==> src/rtl/mhd_pkg.sv <==
// Shared definitions for the Hamming-distance monitor: default sizes, FSM
// state encoding and the distance-width helper used by every block.
package mhd_pkg;

   localparam int unsigned MHD_WIDTH = 16;
   localparam int unsigned MHD_CNT_W = 16;

   typedef enum logic [1:0] {
      IDLE  = 2'd0,
      RUN   = 2'd1,
      DRAIN = 2'd2,
      DONE  = 2'd3
   } mhd_state_e;

   // Bits needed to hold a distance in 0..w.
   function automatic int unsigned hd_width(input int unsigned w);
      return $clog2(w + 1);
   endfunction

endpackage

==> src/rtl/mhd_monitor_ctrl_if.sv <==
// Bus bundle for mhd_monitor_ctrl.
//   master (stimulus/report side) drives: start, n_samples, thr, stop_on_err,
//     in_valid, a, b
//   slave (controller) drives: in_ready, hd_valid, hd_out, hd_viol, busy,
//     done, err_cnt, max_hd, first_err_vld, first_err_idx
interface mhd_monitor_ctrl_if
   import mhd_pkg::*;
#(
   parameter int unsigned WIDTH = MHD_WIDTH,
   parameter int unsigned CNT_W = MHD_CNT_W
) ();

   localparam int unsigned HD_W = hd_width(WIDTH);

   logic             start;
   logic [CNT_W-1:0] n_samples;
   logic [HD_W-1:0]  thr;
   logic             stop_on_err;
   logic             in_valid;
   logic             in_ready;
   logic [WIDTH-1:0] a;
   logic [WIDTH-1:0] b;
   logic             hd_valid;
   logic [HD_W-1:0]  hd_out;
   logic             hd_viol;
   logic             busy;
   logic             done;
   logic [CNT_W-1:0] err_cnt;
   logic [HD_W-1:0]  max_hd;
   logic             first_err_vld;
   logic [CNT_W-1:0] first_err_idx;

   modport master (
      output start, n_samples, thr, stop_on_err, in_valid, a, b,
      input  in_ready, hd_valid, hd_out, hd_viol, busy, done,
             err_cnt, max_hd, first_err_vld, first_err_idx
   );

   modport slave (
      input  start, n_samples, thr, stop_on_err, in_valid, a, b,
      output in_ready, hd_valid, hd_out, hd_viol, busy, done,
             err_cnt, max_hd, first_err_vld, first_err_idx
   );

endinterface

==> src/rtl/mhd_popcount.sv <==
// Combinational population count of a WIDTH-bit word.
//   din     : word to count
//   count_c : number of set bits (0..WIDTH)
module mhd_popcount
   import mhd_pkg::*;
#(
   parameter int unsigned WIDTH = MHD_WIDTH,
   parameter int unsigned HD_W  = hd_width(WIDTH)
) (
   input  logic [WIDTH-1:0] din,
   output logic [HD_W-1:0]  count_c
);

   always_comb begin
      count_c = '0;
      for (int i = 0; i < int'(WIDTH); i++) begin
         count_c = count_c + HD_W'(din[i]);
      end
   end

endmodule

==> src/rtl/mhd_monitor_ctrl.sv <==
// Hamming-distance monitoring session controller.
//   clk, rst_n : clock (rising edge), async active-low reset
//   bus        : slave side of mhd_monitor_ctrl_if
//     session control in : start, n_samples, thr, stop_on_err
//     pair stream in     : in_valid/in_ready handshake, a, b
//     per-pair out       : hd_valid, hd_out, hd_viol (two cycles after transfer)
//     session out        : busy, done, err_cnt, max_hd, first_err_vld,
//                          first_err_idx
module mhd_monitor_ctrl
   import mhd_pkg::*;
#(
   parameter int unsigned WIDTH = MHD_WIDTH,
   parameter int unsigned CNT_W = MHD_CNT_W
) (
   input  logic              clk,
   input  logic              rst_n,
   mhd_monitor_ctrl_if.slave bus
);

   localparam int unsigned HD_W = hd_width(WIDTH);

   localparam logic [1:0] S_IDLE  = 2'(IDLE);
   localparam logic [1:0] S_RUN   = 2'(RUN);
   localparam logic [1:0] S_DRAIN = 2'(DRAIN);
   localparam logic [1:0] S_DONE  = 2'(DONE);

   logic [1:0]       state, state_nxt;
   logic [CNT_W-1:0] n_lat, n_nxt;
   logic [CNT_W-1:0] acc_cnt, acc_nxt;
   logic [HD_W-1:0]  thr_lat, thr_nxt;
   logic             stop_lat, stop_lat_nxt;
   logic             stop_flag, stop_flag_nxt;
   logic [CNT_W-1:0] err_cnt, err_nxt;
   logic [HD_W-1:0]  max_hd, max_nxt;
   logic             first_vld, first_vld_nxt;
   logic [CNT_W-1:0] first_idx, first_idx_nxt;
   logic             in_ready, busy, done;
   logic             xfer_c;

   logic             s1_vld;
   logic [WIDTH-1:0] s1_diff;
   logic [CNT_W-1:0] s1_idx;
   logic             s2_vld;
   logic [HD_W-1:0]  s2_hd;
   logic             s2_viol;
   logic [CNT_W-1:0] s2_idx;
   logic [HD_W-1:0]  pop_c;

   // in_ready is only ever high in RUN, so this alone qualifies a transfer.
   assign xfer_c = bus.in_valid & in_ready;

   mhd_popcount #(.WIDTH(WIDTH), .HD_W(HD_W)) u_popcount (
      .din     (s1_diff),
      .count_c (pop_c)
   );

   // Next-state and session statistics.
   always_comb begin
      state_nxt     = state;
      n_nxt         = n_lat;
      acc_nxt       = acc_cnt;
      thr_nxt       = thr_lat;
      stop_lat_nxt  = stop_lat;
      stop_flag_nxt = stop_flag;
      err_nxt       = err_cnt;
      max_nxt       = max_hd;
      first_vld_nxt = first_vld;
      first_idx_nxt = first_idx;

      // Stats follow the pipeline output; in-flight pairs keep counting in DRAIN.
      if (s2_vld) begin
         if (s2_hd > max_hd) max_nxt = s2_hd;
         if (s2_viol) begin
            if (err_cnt != '1) err_nxt = err_cnt + CNT_W'(1);
            if (!first_vld) begin
               first_vld_nxt = 1'b1;
               first_idx_nxt = s2_idx;
            end
            if (stop_lat) stop_flag_nxt = 1'b1;
         end
      end

      if (xfer_c) acc_nxt = acc_cnt + CNT_W'(1);

      case (state)
         S_IDLE: begin
            if (bus.start) begin
               n_nxt         = bus.n_samples;
               thr_nxt       = bus.thr;
               stop_lat_nxt  = bus.stop_on_err;
               stop_flag_nxt = 1'b0;
               acc_nxt       = '0;
               err_nxt       = '0;
               max_nxt       = '0;
               first_vld_nxt = 1'b0;
               first_idx_nxt = '0;
               state_nxt     = (bus.n_samples == '0) ? S_DRAIN : S_RUN;
            end
         end
         S_RUN: begin
            // Final transfer and stop can coincide; the transfer still counts.
            if ((acc_nxt == n_lat) || stop_flag_nxt) state_nxt = S_DRAIN;
         end
         S_DRAIN: begin
            if (!s1_vld && !s2_vld) state_nxt = S_DONE;
         end
         default: begin
            state_nxt = S_IDLE;
         end
      endcase
   end

   // State, latched parameters, statistics and registered status outputs.
   always_ff @(posedge clk or negedge rst_n) begin
      if (!rst_n) begin
         state     <= S_IDLE;
         n_lat     <= '0;
         acc_cnt   <= '0;
         thr_lat   <= '0;
         stop_lat  <= 1'b0;
         stop_flag <= 1'b0;
         err_cnt   <= '0;
         max_hd    <= '0;
         first_vld <= 1'b0;
         first_idx <= '0;
         in_ready  <= 1'b0;
         busy      <= 1'b0;
         done      <= 1'b0;
      end else begin
         state     <= state_nxt;
         n_lat     <= n_nxt;
         acc_cnt   <= acc_nxt;
         thr_lat   <= thr_nxt;
         stop_lat  <= stop_lat_nxt;
         stop_flag <= stop_flag_nxt;
         err_cnt   <= err_nxt;
         max_hd    <= max_nxt;
         first_vld <= first_vld_nxt;
         first_idx <= first_idx_nxt;
         // RUN is only entered or kept while acc_cnt < n_lat and no stop is pending.
         in_ready  <= (state_nxt == S_RUN);
         busy      <= (state_nxt == S_RUN) || (state_nxt == S_DRAIN);
         done      <= (state_nxt == S_DONE);
      end
   end

   // Two-stage distance pipeline: XOR, then popcount and threshold compare.
   always_ff @(posedge clk or negedge rst_n) begin
      if (!rst_n) begin
         s1_vld  <= 1'b0;
         s1_diff <= '0;
         s1_idx  <= '0;
         s2_vld  <= 1'b0;
         s2_hd   <= '0;
         s2_viol <= 1'b0;
         s2_idx  <= '0;
      end else begin
         s1_vld <= xfer_c;
         if (xfer_c) begin
            s1_diff <= bus.a ^ bus.b;
            s1_idx  <= acc_cnt;
         end
         s2_vld  <= s1_vld;
         s2_viol <= s1_vld && (pop_c > thr_lat);
         if (s1_vld) begin
            s2_hd  <= pop_c;
            s2_idx <= s1_idx;
         end
      end
   end

   assign bus.in_ready      = in_ready;
   assign bus.hd_valid      = s2_vld;
   assign bus.hd_out        = s2_hd;
   assign bus.hd_viol       = s2_viol;
   assign bus.busy          = busy;
   assign bus.done          = done;
   assign bus.err_cnt       = err_cnt;
   assign bus.max_hd        = max_hd;
   assign bus.first_err_vld = first_vld;
   assign bus.first_err_idx = first_idx;

endmodule

==> src/flat_wrapper.sv <==
// flat-port wrapper written by rule: the top's interface ports become plain ports
module mhd_monitor_ctrl_flat import mhd_pkg::*;
#(
   parameter int unsigned WIDTH = MHD_WIDTH,
   parameter int unsigned CNT_W = MHD_CNT_W
)
  (clk, rst_n, bus_start, bus_n_samples, bus_thr, bus_stop_on_err, bus_in_valid, bus_a, bus_b, bus_in_ready, bus_hd_valid, bus_hd_out, bus_hd_viol, bus_busy, bus_done, bus_err_cnt, bus_max_hd, bus_first_err_vld, bus_first_err_idx);
  mhd_monitor_ctrl_if #(.WIDTH(WIDTH), .CNT_W(CNT_W)) bus_i ();
  input  logic clk;
  input  logic rst_n;
  input wire logic [$bits(bus_i.start)-1:0] bus_start;
  input wire logic [$bits(bus_i.n_samples)-1:0] bus_n_samples;
  input wire logic [$bits(bus_i.thr)-1:0] bus_thr;
  input wire logic [$bits(bus_i.stop_on_err)-1:0] bus_stop_on_err;
  input wire logic [$bits(bus_i.in_valid)-1:0] bus_in_valid;
  input wire logic [$bits(bus_i.a)-1:0] bus_a;
  input wire logic [$bits(bus_i.b)-1:0] bus_b;
  output wire logic [$bits(bus_i.in_ready)-1:0] bus_in_ready;
  output wire logic [$bits(bus_i.hd_valid)-1:0] bus_hd_valid;
  output wire logic [$bits(bus_i.hd_out)-1:0] bus_hd_out;
  output wire logic [$bits(bus_i.hd_viol)-1:0] bus_hd_viol;
  output wire logic [$bits(bus_i.busy)-1:0] bus_busy;
  output wire logic [$bits(bus_i.done)-1:0] bus_done;
  output wire logic [$bits(bus_i.err_cnt)-1:0] bus_err_cnt;
  output wire logic [$bits(bus_i.max_hd)-1:0] bus_max_hd;
  output wire logic [$bits(bus_i.first_err_vld)-1:0] bus_first_err_vld;
  output wire logic [$bits(bus_i.first_err_idx)-1:0] bus_first_err_idx;
  assign bus_i.start = bus_start;
  assign bus_i.n_samples = bus_n_samples;
  assign bus_i.thr = bus_thr;
  assign bus_i.stop_on_err = bus_stop_on_err;
  assign bus_i.in_valid = bus_in_valid;
  assign bus_i.a = bus_a;
  assign bus_i.b = bus_b;
  assign bus_in_ready = bus_i.in_ready;
  assign bus_hd_valid = bus_i.hd_valid;
  assign bus_hd_out = bus_i.hd_out;
  assign bus_hd_viol = bus_i.hd_viol;
  assign bus_busy = bus_i.busy;
  assign bus_done = bus_i.done;
  assign bus_err_cnt = bus_i.err_cnt;
  assign bus_max_hd = bus_i.max_hd;
  assign bus_first_err_vld = bus_i.first_err_vld;
  assign bus_first_err_idx = bus_i.first_err_idx;
  mhd_monitor_ctrl #(.WIDTH(WIDTH), .CNT_W(CNT_W)) u_core (.clk(clk), .rst_n(rst_n), .bus(bus_i));
endmodule
==> config.mk <==
export PLATFORM = sky130hd
export DESIGN_NAME = mhd_monitor_ctrl_flat
export DESIGN_NICKNAME = d
export VERILOG_FILES = /design/src/rtl/mhd_pkg.sv /design/src/rtl/mhd_monitor_ctrl_if.sv /design/src/rtl/mhd_popcount.sv /design/src/rtl/mhd_monitor_ctrl.sv /design/src/flat_wrapper.sv
export SDC_FILE = /design/constraint.sdc
export NUM_CORES = 1
export LEC_CHECK = 0
export ABC_AREA = 1
export CAP_MARGIN = 20
export CORE_ASPECT_RATIO = 0.9
export CORE_MARGIN = 5
export CORE_UTILIZATION = 54
export DETAILED_ROUTE_END_ITERATION = 10
export PLACE_DENSITY_LB_ADDON = 0.2
export SYNTH_ARGS = -nofsm -noshare
export SYNTH_HDL_FRONTEND = slang
export SYNTH_HIERARCHICAL = 1
export SYNTH_SLANG_ARGS = --single-unit
==> constraint.sdc <==
create_clock -name clk -period 5.74 [get_ports clk]
set_input_delay 1.148 -clock clk [delete_from_list [all_inputs] [get_ports clk]]
set_output_delay 1.148 -clock clk [all_outputs]
set_load 0.1 [all_outputs]
## Yosys cells after proc, flatten, opt, wreduce, memory -nomap -nowiden

Index checks and enable logic that the tools add are counted.

- Memory bits (writable): 0
- Output and inout bits: 48
- Bits in latches: 0
- Input bits: 58
- Memories kept: 0
- Bits in read-only memories: 0
- Register bits after elaboration: 138

- Equal/unequal tests: 7
- Shifts and indexed selects: 0
- Muxes and demuxes: 31
- $add $sub $neg: 17
- Bitwise logic cells: 2
- Div/mod/pow operators: 0
- Multiply operators: 0
- Reduce and logical (&&, ||, !) cells: 9
- Order comparisons: 2

Operators with widths:

| kind | number |
|---|---|
| 2-to-1 mux 16 bit | 13 |
| adder 5 x 1 -> 5 bit | 11 |
| adder 16 x 1 -> 16 bit, second input constant | 2 |
| 2-to-1 mux 5 bit | 4 |
| == test 16 bit | 1 |
| logical NOT 16 bit | 1 |
| != test 16 bit, second input constant | 1 |
| bitwise XOR 16 bit | 1 |
| greater-than comparator 5 bit | 2 |
| 2-to-1 mux 1 bit | 9 |
| 2-to-1 mux 2 bit | 4 |
| == test 2 bit, second input constant | 3 |
| one-hot mux 2 bit (3 select lines) | 1 |
| adder 4 x 1 -> 5 bit | 1 |
| adder 3 x 1 -> 4 bit | 1 |
| == test 2 x 1 -> 1 bit, second input constant | 2 |
| adder 2 x 1 -> 3 bit | 1 |
| adder 1 x 1 -> 2 bit | 1 |
| logical AND 1 bit | 2 |
| logical NOT 1 bit | 2 |
| logical NOT 2 bit | 1 |
| logical OR 1 bit | 2 |
| AND reduction 2 bit | 1 |
| AND 1 bit | 1 |

## Depth between registers and ports, before layout

Gate-level depths: netlist of run 1.

- Depth after elaboration: 17
- Mapped depth: 19
- Gate-level depth less buffers: 19

## Modules after synthesis

The synthesis of run 1 kept the hierarchy.

By module, submodules not included:

| module | cells each | area each (um^2) | instances | seq. area each (um^2) |
|---|---|---|---|---|
| mhd_monitor_ctrl | 775 | 6561.3 | 1 | 3453.3 |
| mhd_popcount | 46 | 391.6 | 1 | 0.0 |

## Least setup slack after synthesis of run 1

Ideal clock, no wire load.

- Kind: register to register
- Start: register u_core.s1_diff[8]
- End: register u_core.s2_viol (netlist: u_core/bus.hd_viol)
- Cell stages (with the launch flop): 16
- Setup time: 0.094 ns
- Data required time: 5.646 ns
- Clock period less this slack: 4.007 ns
- Buffers on the path: 0
- Arrival time: 3.913 ns
- Path slack: 1.733 ns
- Path through: dfrtp_1 fa_1 inv_1 fa_1 fa_1 fa_1 inv_1 ha_1 inv_1 fa_1 xnor2_1 ha_1 inv_1 nor3_1 a21oi_1 a211oi_1

- Longest elaborated chain between the ends: 10

Ends and longest elaborated chain:

| what | line | text |
|---|---|---|
| start, declared | mhd_monitor_ctrl.sv:41 | `logic [WIDTH-1:0] s1_diff;` |
| start signal, assigned | mhd_monitor_ctrl.sv:160 | `s1_diff <= bus.a ^ bus.b;` |
| adder 5 x 1 -> 5 bit (8 in series) | mhd_popcount.sv:17 | `count_c = count_c + HD_W'(din[i]);` |
| net u_core.pop_c[2] | mhd_monitor_ctrl.sv:47 | `logic [HD_W-1:0] pop_c;` |
| greater-than comparator 5 bit | mhd_monitor_ctrl.sv:164 | `s2_viol <= s1_vld && (pop_c > thr_lat);` |
| logical AND 1 bit | mhd_monitor_ctrl.sv:164 |  |
| end signal, assigned | mhd_monitor_ctrl.sv:164 |  |
| end, declared | mhd_monitor_ctrl.sv:45 | `logic s2_viol;` |

The timed path passes the listed nets, and every way through them passes these cells.
A chain may end at the register's enable or synchronous reset.

## Worst setup path after layout of run 1

Same ends and word-level chain as after synthesis.

==> results of run 1 <==
==> flip-flops by register name, indices dropped and copies added (netlist names), 2 cells and up <==
| register | count |
|---|---|
| u_core/acc_cnt | 16 |
| u_core/s1_idx | 16 |
| u_core/bus.err_cnt | 16 |
| u_core/s1_diff | 16 |
| u_core/s2_idx | 16 |
| u_core/bus.hd_out | 5 |
| u_core/bus.max_hd | 5 |
| u_core/bus.first_err_idx | 16 |
| u_core/state | 2 |
| u_core/n_lat | 16 |
| u_core/thr_lat | 5 |
==> metrics by stage <==
step	util [%]	cell area (um^2)	std cells	hold WS, ns
floorplan	-	6953	821	0.3888
global placement	64.45	8145	1070	0.4646
detailed placement	64.45	8145	1070	0.4779
CTS	69.00	8721	1101	0.4907
global route	69.22	8748	1102	0.5201
finish	69.22	8748	1102	0.4880
==> worst min-delay path: cells and delay by family (launching register included) <==
kind | cells | cell delay (ns)
flops | 1 | 0.34
compound gates | 1 | 0.06
simple gates | 1 | 0.05
==> cells by family after synthesis <==
logic type | Yosys count
buffers and inverters | 158
AO/OA/AOI/OAI | 154
flip-flops | 138
XOR/XNOR | 26
AND/OR/NAND/NOR | 316
adder cells (fa/ha/maj) | 29
==> final timing paths <==
check | startpoint | endpoint | slack [ns] | cells past startpoint
worst max-delay path | u_core/s1_diff[8] | u_core/bus.hd_viol | 1.40 | 15
max in group asynchronous | rst_n | u_core/bus.err_cnt[8] | 3.82 | 2
worst max register to register | u_core/s1_diff[8] | u_core/bus.hd_viol | 1.40 | 15
worst min-delay path | u_core/s1_diff[11] | u_core/s1_diff[11] | 0.49 | 2
min in group asynchronous | rst_n | u_core/bus.max_hd[1] | 0.78 | 1
worst min register to register | u_core/s1_diff[11] | u_core/s1_diff[11] | 0.49 | 2
==> metal layers <==
metal	share of wire (%)	wire length (um)	vias to the layer above
met4	2.0	320	0
met2	47	7401	164
met1	46	7222	2698
met3	5.3	831	28
met5	0	0	-
li1	-	-	2835
==> synth_stat cells (10+ instances only) <==
cell type	n
a21oi_1	40
nand4_1	21
xnor2_1	18
ha_1	19
fa_1	10
dfrtp_1	138
clkbuf_1	23
nand2_1	185
inv_1	128
nand3_1	34
o21ai_0	107
nor2_1	40
==> area by class of cell <==
class                   instances  area [um^2]
clock buffers                  22        484.2
fillers                       998         3890
repair buffers                112         1121
clock inverters                 9        91.34
flip-flops and latches        138         3453
inverters                     132        495.5
well taps                     164        205.2
multi-input cells             525         2898
==> metrics.md, run 1 <==
| Metric | Value |
|---|---|
| Cts repair resizes | 0 |
| Crit path buffers/inverters | 3 |
| Simple-gate area share of the yosys netlist | 20.59% |
| Cell accounting for the most synthesized area | dfrtp_1 |
| Total Routing Usage GR | 21.71% |
| Largest family of logic cells by synthesized area | simple AND/OR/NAND/NOR gates |
| Final setup viols | 0 |
| RSZ-0062 raised after global routing | false |
| Vias in the first global route | 5555 |
| Met1 global-route usage | 29.87% |
| Worst Skew | 0.004840 ns |
| Worst setup margin | 1.397 ns |
| WP data arrival | 4.63 ns |
| Vias per inst | 5.195 |
| Std-Cell Rows | 39 |
| Met2 GRT Util | 33.25% |
| Post-CTS Setup Bufs | 0 |
| Slew Limit Fails | 0 |
| Register area share after synthesis | 49.67% |
| Area contributors post-synth | dfrtp_1 50%, nand2_1 10%, o21ai_0 7.7%, inv_1 6.9%, ha_1 3.4% |
| Initial core utilization | 55.01% |
| Slew HR | 34.58% |
| Placeable Area | 12640 um^2 |
| Initial antenna violation count | 0 |
| Nets | 1013 |
| Setup TNS | 0 ns |
| Tmin final | 4.343 ns |
| Type of the worst min-delay path | flop to flop |
| CTS Hold Buffers Added | 0 |
| Crit path kind | flop to flop |
| Detailed Route Iter0 Violations | 466 |
| Clock Sinks | 138 |
| Cell mode on critical path | fa_1 |
| Max clock buf depth | 2 |
| DP Wirelength | 11500 um |
| Slowest cell on crit path | fa_1 |
| Die height | 117.7 um |
| Setup crit start kind | flop |
| Via count | 5725 |
| Worst Tran Pin Value | 0.9782 ns |
| Post-synth EDFFs | 0 |
| First-pass GRT wire length | 26570 um |
| Crit share post-route | 75.67% |
| Max H-tree Level | 4 |
| DP Worst Slack | 1.443 ns |
| Die width | 129.6 um |
| I/O pin total | 106 |
| CP peak stage delay | 0.54 ns |
| Most crowded layer after global routing | met2 |
| Buffers on Ports | 105 |
| Max Cap Viol | 0 |
| WL final | 15780 um |
| Cells after synthesis | 821 |
| Post-synthesis mux area share | 0% |
| Final Hold Fails | 0 |
| YS warnings | 6 |
| Peak Freq | 230.2 MHz |
| RD Place Congestion | 0.9167 |
| Synth async-reset ratio | 100.0% |
| Diode count | 0 |
| Post-Syn Area | 6953 um^2 |
| GRT Residual Overflow | 0 |
| Yosys reg bits | 138 |
| Routed len/inst | 14.31 um |
| Area share of the largest cell type after synthesis | 49.67% |
| Top Family by Delay on Critical Path | adder cells |
| CP cell instances | fa_1, inv_1, fa_1, fa_1, fa_1, inv_1, ha_1, inv_1, fa_1, o22ai_1, ha_1, a21oi_1, o21ai_0, a21oi_1, a211oi_1 |
| Xor/xnor share of the synthesized area | 3.473% |
| Reg clk slew, reported paths | 0.06 ns |
| Layout cells sized above 1 | 6.397% |
| Main synth FF type | dfrtp_1 |
| Clk_lat worst skew | 0.41 ns |
| Clk root buf | clkbuf_16 |
| TritonRoute pass-1 iters | 5 |
| Met3 Track Usage GR | 5.808% |
| Largest net degree at the start of global routing | 66 |
| DIE AREA | 15250 um^2 |
| CTS tree | built |
| Required @ worst endpoint | 6.03 ns |
| Worst Setup End Kind | flop |
| Synth Area in Compound Gates | 11.32% |
| Post-Syn Nets | 908 |
| Distinct cells, synth | 36 |
| Adder-Cell Fraction of Synth Area | 6.298% |
| Average size of a mapped cell | 8.469 um^2 |
| Run status | finished clean |
| Crit path max fanout | 2 |
| Commonest non-fill, non-tap cell in the layout | nand2_1 |
| Area Growth Syn to Fin | 25.82% |
| DRC viols | 0 |
| DRT antenna net count | 0 |
| CTS Buf Count | 17 |
| Commonest non-fill, non-tap cells in the layout | 185 x nand2_1, 138 x dfrtp_1, 128 x inv_1, 107 x o21ai_0, 104 x clkdlybuf4s50_1 |
Power of run 1 is not shown: default switching activity piles up to over one toggle a cycle in this logic, so the estimate is an artifact.
==> run 2: changes to the inputs <==
--- a/config.mk
+++ b/config.mk
@@ -9,7 +9,7 @@
 export CAP_MARGIN = 20
 export CORE_ASPECT_RATIO = 0.9
 export CORE_MARGIN = 5
-export CORE_UTILIZATION = 54
+export CORE_UTILIZATION = 49
 export DETAILED_ROUTE_END_ITERATION = 10
 export PLACE_DENSITY_LB_ADDON = 0.2
 export SYNTH_ARGS = -nofsm -noshare
==> constraint.sdc (replaced) <==
create_clock -name clk -period 3.6 [get_ports clk]
set_input_delay 0.72 -clock clk [delete_from_list [all_inputs] [get_ports clk]]
set_output_delay 0.72 -clock clk [all_outputs]
set_load 0.1 [all_outputs]
==> run 2 against run 1 <==
Net effect:
- the run now ends with negative setup slack left
- register-to-register slack got worse by 1.9 ns
- setup slack got worse by 1.9 ns
- cell count grew 3.5%
- global-route usage fell by 3.1 points
- clock skew rose by 0.0015 ns
- non-clock buffer count rose by 10
- worst hold slack worse by 0.21 ns
- highest routed layer unchanged
==> metrics.md, run 2 (synthesis gave the netlist of run 1 again) <==
| Metric | Value |
|---|---|
| Run status | finished with violations (was finished clean) |
| Violated checks | negative setup slack |
| Commonest non-fill, non-tap cells in the layout | 180 x nand2_1, 138 x dfrtp_1, 125 x inv_1, 107 x o21ai_0, 101 x clkdlybuf4s50_1 (was 185 x nand2_1, 138 x dfrtp_1, 128 x inv_1, 107 x o21ai_0, 104 x clkdlybuf4s50_1) |
| Required @ worst endpoint | 3.92 ns (was 6.03 ns) |
| Type of the worst min-delay path | input port to async pin (was flop to flop) |
| Nets | 1023 (was 1013) |
| Utilization after layout | 63.62% (was 69.22%) |
| CTS Hold Buffers Added | 0 (unchanged) |
| Via count | 5550 (was 5725) |
| RSZ-0062 raised after global routing | true (was false) |
| Initial core utilization | 49.83% (was 55.01%) |
| TritonRoute pass-1 iters | 5 (unchanged) |
| Placeable Area | 13950 um^2 (was 12640 um^2) |
| Final setup viols | 1 (was 0) |
| Clock Sinks | 138 (unchanged) |
| Vias in the first global route | 5119 (was 5555) |
| Reg2reg end | u_core/bus.hd_viol (unchanged) |
| Crit path max fanout | 2 (unchanged) |
| Vias per inst | 4.864 (was 5.195) |
| Slew Limit Fails | 0 (unchanged) |
| Max clock buf depth | 2 (unchanged) |
| Worst setup margin | -0.4546 ns (was 1.397 ns) |
| CTS tree | built (unchanged) |
| Std-Cell Rows | 41 (was 39) |
| WP data arrival | 4.37 ns (was 4.63 ns) |
| Final Hold Fails | 0 (unchanged) |
| Max H-tree Level | 4 (unchanged) |
| DIE AREA | 16680 um^2 (was 15250 um^2) |
| Worst Tran Pin Value | 0.9838 ns (was 0.9782 ns) |
| Clk_lat worst skew | 0.42 ns (was 0.41 ns) |
| Commonest non-fill, non-tap cell in the layout | nand2_1 (unchanged) |
| Worst hold slack | 0.2810 ns (was 0.4880 ns) |
| Detailed Route Iter0 Violations | 300 (was 466) |
| Diode count | 0 (unchanged) |
| Max Cap Viol | 0 (unchanged) |
| RD Place Congestion | 0.8579 (was 0.9167) |
| Crit path kind | flop to flop (unchanged) |
| Largest net degree at the start of global routing | 73 (was 66) |
| Die height | 123.0 um (was 117.7 um) |
| Tmin final | 4.055 ns (was 4.343 ns) |
| DP Wirelength | 10610 um (was 11500 um) |
| Layout cells sized above 1 | 8.966% (was 6.397%) |
| Routed len/inst | 12.70 um (was 14.31 um) |
| Worst Skew | 0.006342 ns (was 0.004840 ns) |
| DRC viols | 0 (unchanged) |
| Worst reg2reg startpoint | u_core/s1_diff[12] (was u_core/s1_diff[8]) |
| Peak Freq | 246.6 MHz (was 230.2 MHz) |
| Die width | 135.6 um (was 129.6 um) |
| Flop-to-flop setup slack | -0.45 ns (was 1.40 ns) |
| Area Growth Syn to Fin | 27.68% (was 25.82%) |
| Initial antenna violation count | 0 (unchanged) |
| FF-to-FF path depth | 15 (unchanged) |
| DRT antenna net count | 0 (unchanged) |
| Setup crit start kind | flop (unchanged) |
| First-pass GRT wire length | 24540 um (was 26570 um) |
| CTS Buf Count | 17 (unchanged) |
| Slew HR | 34.21% (was 34.58%) |
| Worst Setup End Kind | flop (unchanged) |
| GRT Residual Overflow | 0 (unchanged) |
| I/O pin total | 106 (unchanged) |
| Total Routing Usage GR | 18.56% (was 21.71%) |
| Buffers on Ports | 105 (unchanged) |
| WL final | 14490 um (was 15780 um) |
| Crit share post-route | 112.6% (was 75.67%) |
| Clk root buf | clkbuf_16 (unchanged) |
| Reg clk slew, reported paths | 0.06 ns (about the same) |
run 2: cell count changes in the layout (fill, tap and decap cells not counted), sizes merged:
| cell | delta |
|---|---|
| bufinv | +1 |
| clkbuf | -1 |
| clkdlybuf4s50 | -3 |
| clkinv | +2 |
| buf | +13 |
| clkinvlp | -2 |
run 2: worst max-delay path, cell delays in order (launching register included):
cell      delay [ns]
dfrtp_1         0.40
fa_1            0.56
inv_2           0.04
fa_1            0.46
fa_1            0.51
fa_1            0.40
inv_1           0.06
ha_2            0.17
inv_2           0.04
fa_2            0.37
xnor2_2         0.16
ha_1            0.30
inv_1           0.05
nor3_2          0.17
a21oi_1         0.09
a211oi_1        0.17
run 2: final cells by class:
cell class / count / area, um^2
Multi-Input combinational cell: 525 / 2934
Clock buffer: 21 / 460.4
Fill cell: 1186 / 5076
Tap cell: 193 / 241.5
Sequential cell: 138 / 3453
Clock inverter: 10 / 120.1
Inverter: 132 / 495.5
Timing Repair Buffer: 122 / 1172
run 2: metrics by stage:
step	TNS (ns)	setup slack [ns]	area [um^2]	instances
final	-0.4546	-0.4546	8877	1141
after global routing	-0.9005	-0.7115	8877	1141
after CTS	-0.4673	-0.4673	8857	1141
after detailed placement	-0.5644	-0.5344	8270	1110
after global placement	-0.4434	-0.4434	8270	1110
after floorplan	-0.3477	-0.3477	6960	821
run 2: what timing repair did:
action | CTS | global route
setup buffers | 0 | 2
endpoints found under the setup margin | 2 | 4
pin swaps | 1 | 5
gates resized for setup | 1 | 9
run 2: metal layers:
metal / up-vias / part of all wire, % / global-route usage [%]
li1: 2851 / - / -
met1: 2565 / 50 / 27.16
met2: 127 / 44 / 27.67
met3: 7 / 5.1 / 4.434
met4: 0 / 0.73 / 5.479
met5: - / 0 / 0
run 2: worst max-delay path by stage:
| stage | from | to | slack, ns | depth (start not counted) |
|---|---|---|---|---|
| floorplan | u_core/s1_diff[8] | u_core/bus.hd_viol | -0.35 | 15 |
| global placement | u_core/s1_diff[8] | u_core/bus.hd_viol | -0.44 | 15 |
| detailed placement | u_core/s1_diff[8] | u_core/bus.hd_viol | -0.53 | 15 |
| CTS | u_core/s1_diff[8] | u_core/bus.hd_viol | -0.47 | 15 |
| global route | u_core/s1_diff[12] | u_core/bus.hd_viol | -0.71 | 15 |
| finish | u_core/s1_diff[12] | u_core/bus.hd_viol | -0.45 | 15 |
Power of run 2 is left out for the same reason.
==> RTL change 1: new RTL, config.mk and constraints of run 2 <==
Set the package constant `MHD_WIDTH` to 32 (it was 16).
--- a/src/rtl/mhd_pkg.sv
+++ b/src/rtl/mhd_pkg.sv
@@ -4,3 +4,3 @@
 
-   localparam int unsigned MHD_WIDTH = 16;
+   localparam int unsigned MHD_WIDTH = 32;
    localparam int unsigned MHD_CNT_W = 16;
Interface: changed (5 resized); port bits go from 106 to 141. No check against the original RTL was run, so the function may have changed too.
==> RTL change 1 against run 2 <==
- the run still ends with negative setup slack left
- setup slack got worse by 1.2 ns
- synthesized cell count grew 20%
- sequential share of layout area down 3.1 points
- area after synthesis up 21%
- cell area increased by 24%
- routed wire length up 38%
- final cell count is 20% higher
- sequential cell count rose by 19
- global-route usage grew 1.9 points
- worst hold slack improved by 0.0037 ns
Power is left out: the tool's default activity adds up to more than one toggle a clock period on the data nets, which glitch-free logic cannot reach.
==> RTL change 1: results (changes against run 2) <==
metric,value,unit,change
outcome,finished with violations,,
failing checks,negative setup slack,,
Reg2Reg Depth,20,,+5
max_slew headroom,33.88,%,-0.32 points
largest net degree at the start of global routing,96,,+32%
PnR worst setup slack,-1.615,ns,-1.160 ns
CP Launch Point,u_core/s1_diff[20]$_DFFE_PN0P_,,
clock skew,0.005300,ns,-0.001042 ns
synth top area cells,"dfrtp_1 (47%), nand2_1 (9.5%), inv_1 (7.4%)",,
GRT Total Usage,20.51,%,+1.9 points
Commonest cells post-synth,"nand2_1 (213), inv_1 (166), dfrtp_1 (157)",,
Syn Inst Count,986,,+20%
layout cell share with drive strength beyond 1,9.811,%,+0.84 points
first-pass GRT wire length,32.64,mm,+33%
final net count,1288,,+26%
I/O Buffers,140,,+33%
post-DR wirelength/cell,14.53,um,+14%
Crit path arrival time,5.57,ns,+1.20 ns
vias in the first global route,6618,,+29%
Detailed Place HPWL,14.50,mm,+37%
sequential fraction of the synthesis area,46.77,%,-2.9 points
worst r2r src,u_core/s1_diff[20]$_DFFE_PN0P_,,
final std cells w/o fill,1373,,+20%
vias per cell,5.068,,+4.2%
Final Setup Violations,7,,+6
Initial DRC Count,547,,+82%
FILL cells,1362,,+15%
Final Util,65.22,%,+1.6 points
setup TNS,-8.819,ns,-8.365 ns
Placed Area,10200,sq um,+23%
Adder-Cell Fraction of Synth Area,9.295,%,+3.0 points
post-synthesis compound-gate area fraction,10.77,%,-0.55 points
Hold WS,0.2846,ns,+0.003683 ns
## RTL change 1: changes by cell type after synthesis, sizes merged, moves of 7 or more
cell and delta:
nand2 +31, o21ai +9, xnor2 +17, fa +14
nand3 +20, a21oi +7, nand4 -11, inv +36
nor2 +11, dfrtp +19
## RTL change 1: logic make-up (layout without fill, tap and decap cells)
kind of cell | Yosys count | in the layout
simple gates | 364 | 364
mux | 5 | 5
flops | 157 | 157
compound gates | 175 | 175
fa+ha+maj | 48 | 48
xor+xnor | 41 | 41
buf+inv | 196 | 372
## RTL change 1: worst max-delay path, stage by stage (launching register included)
cell	delay (ns)
dfrtp_1	0.40
fa_1	0.53
inv_1	0.05
fa_1	0.53
inv_1	0.06
fa_1	0.47
inv_1	0.05
fa_1	0.47
fa_1	0.54
fa_1	0.44
inv_2	0.08
ha_4	0.13
inv_2	0.03
fa_2	0.52
inv_2	0.05
ha_4	0.26
inv_2	0.03
o21bai_1	0.12
a21oi_1	0.08
nor3_1	0.13
o221a_2	0.20
## RTL change 1: area by class of cell
type / instances / area share, %
Sequential cell: 157 / 35.78
Multi-Input combinational cell: 633 / 35.24
Timing Repair Buffer: 172 / 15.34
Inverter: 168 / 5.743
Clock buffer: 22 / 4.227
Tap cell: 211 / 2.404
Clock inverter: 10 / 1.265
## RTL change 1: layer usage
layer | vias to the layer above | GRT usage [%] | wire [um]
met5 | - | 0 | 0
met3 | 26 | 4.797 | 1221
met1 | 3254 | 29.80 | 9337
met4 | 0 | 4.772 | 246
met2 | 228 | 31.50 | 9145
li1 | 3451 | - | -
## RTL change 1: timing repair
action / CTS / global route
gates resized for setup: 12 / 20
setup buffers: 4 / 3
hold buffers: 0 / 0
endpoints found under the setup margin: 7 / 7
pin swaps: 6 / 11
==> RTL change 2: new RTL, settings of run 2 <==
Made on the original files. Make the reset (`rst_n`) synchronous in 2 clocked blocks. Comments in the files are not updated.
--- a/src/rtl/mhd_monitor_ctrl.sv
+++ b/src/rtl/mhd_monitor_ctrl.sv
@@ -113,3 +113,3 @@
    // State, latched parameters, statistics and registered status outputs.
-   always_ff @(posedge clk or negedge rst_n) begin
+   always_ff @(posedge clk) begin
       if (!rst_n) begin
@@ -147,3 +147,3 @@
    // Two-stage distance pipeline: XOR, then popcount and threshold compare.
-   always_ff @(posedge clk or negedge rst_n) begin
+   always_ff @(posedge clk) begin
       if (!rst_n) begin
Function: differs if rst_n is asserted again (counterexample within 4 cycles, from zero or initial values and one cycle with rst_n low); with rst_n held inactive, the same outputs for 4 cycles.
==> RTL change 2 against run 2 <==
- sequential cell count stayed put
- critical endpoint is now u_core/bus.hd_viol$_SDFF_PN0_
- area after synthesis is 8.7% lower
- final cell count is 1.6% lower
- the flow still finishes with violations (negative setup slack)
- routed wire length is 4.5% lower
- cell area is 7.9% lower
- setup slack better by 0.099 ns
==> RTL change 2: results (changes against run 2) <==
metric,value,unit,change
Clock H-tree levels,4,,unchanged
GRT Total Usage,18.59,%,+0.028 points
Adder-Cell Fraction of Synth Area,6.902,%,+0.60 points
Synth Area in XOR/XNOR,4.299,%,+0.83 points
Initial DRC Count,355,,+18%
largest net degree at the start of global routing,75,,+2.7%
min-delay src,u_core/s1_idx[13]$_SDFFE_PN0P_,,
type of the most critical hold path,reg2reg,,
reg2reg end,u_core/bus.hd_viol$_SDFF_PN0_,,
syn_nets,926,,+2.0%
"IR drop worst, VDD",0.3684,mV,
Commonest cells post-synth,"nor2_1 (163), dfxtp_1 (138), nand2_1 (105), o21ai_0 (105), inv_1 (87)",,
placed instance count,1090,,-1.8%
WL met2,6.023,mm,-5.6%
max_slew headroom,33.79,%,-0.41 points
Final Setup Violations,1,,unchanged
post-DR wirelength/cell,12.32,um,-3.0%
PnR worst setup slack,-0.3560,ns,+0.09857 ns
failing checks,negative setup slack,,
Crit path arrival time,4.28,ns,-0.09 ns
commonest register cell after synthesis,dfxtp_1,,
DP Worst Slack,-0.4133,ns,+0.1212 ns
first-pass GRT wire length,23.43,mm,-4.5%
outcome,finished with violations,,
vias per cell,4.920,,+1.1%
clock skew,0.005837,ns,-0.0005055 ns
final net count,1033,,+0.98%
layout cell share with drive strength beyond 1,8.446,%,-0.52 points
Hold WS,0.4600,ns,+0.1790 ns
Placer Congestion,0.8246,,-3.9%
hold path depth,2,,
met3 usage,4.083,%,-0.35 points
met1 Usage GRT,25.96,%,-1.2 points
combinational share of power,16.2,%,
Placed Area,7569,sq um,-8.5%
met3 WL post-DR,753,um,+1.3%
post-synthesis compound-gate area fraction,14.24,%,+2.9 points
DR vias,5525,,-0.45%
post-synth cell types,33,,-8.3%
Detailed Place HPWL,9.919,mm,-6.5%
GR Util met2,28.29,%,+0.61 points
Reg2Reg Setup Slack,-0.36,ns,+0.10 ns
CP Launch Point,u_core/s1_diff[3]$_SDFFE_PN0P_,,
setup TNS,-0.3560,ns,+0.09857 ns
synth top area cells,"dfxtp_1 (44%), nor2_1 (9.6%), o21ai_0 (8.3%)",,
syn_area_per_cell,7.562,sq um,-11%
WL met1,6.923,mm,-4.6%
sequential fraction of the synthesis area,43.54,%,-6.1 points
Post-synth ARST share,0,%,-100 points
clock root buffer,clkbuf_16,,
RTL change 2: cell count changes after synthesis, sizes merged, moves of 22 or more:
cell and delta:
nor2 +123, dfxtp +138, a21oi +22, nand2 -79, dfrtp -138, inv -43
RTL change 2: critical path, stage by stage, from the launching register on:
cell	delay, ns
dfxtp_2	0.32
fa_1	0.54
inv_2	0.04
fa_1	0.47
fa_1	0.53
fa_1	0.40
inv_1	0.06
ha_2	0.18
inv_2	0.04
fa_2	0.52
inv_2	0.04
ha_1	0.26
inv_1	0.06
nor3_4	0.18
a21oi_1	0.08
a211oi_1	0.15
RTL change 2: how the worst max path moves through the flow:
stage	end	slack, ns	cells past startpoint
floorplan	u_core/bus.hd_viol$_SDFF_PN0_	-0.27	15
global placement	u_core/bus.hd_viol$_SDFF_PN0_	-0.35	15
detailed placement	u_core/bus.hd_viol$_SDFF_PN0_	-0.41	15
CTS	u_core/bus.hd_viol$_SDFF_PN0_	-0.41	15
global route	u_core/bus.hd_viol$_SDFF_PN0_	-0.54	15
finish	u_core/bus.hd_viol$_SDFF_PN0_	-0.36	15
RTL change 2: repair_timing:
item	4_1_cts	5_1_grt
setup buffers	0	2
gates resized for setup	1	12
hold endpoints to repair	0	0
gates cloned	0	0
endpoints found under the setup margin	2	5
pin swaps	7	4
RTL change 2: final cells by class:
cell class	instances	area (sq um)
flip-flops and latches	138	2764
clock inverters	13	117.6
inverters	90	337.8
fillers	1142	4508
multi-input cells	581	3163
well taps	164	205.2
repair buffers	118	1139
clock buffers	19	452.9
RTL change 2: cells by family (layout without fill, tap and decap cells):
logic type                 count (synthesis)  after routing
buffers and inverters                    120            240
adders and majority gates                 29             29
AOI/OAI and AO/OA                        176            176
and+or+nand+nor                          348            348
xor gates and xnor gates                  28             28
DFF                                      138            138
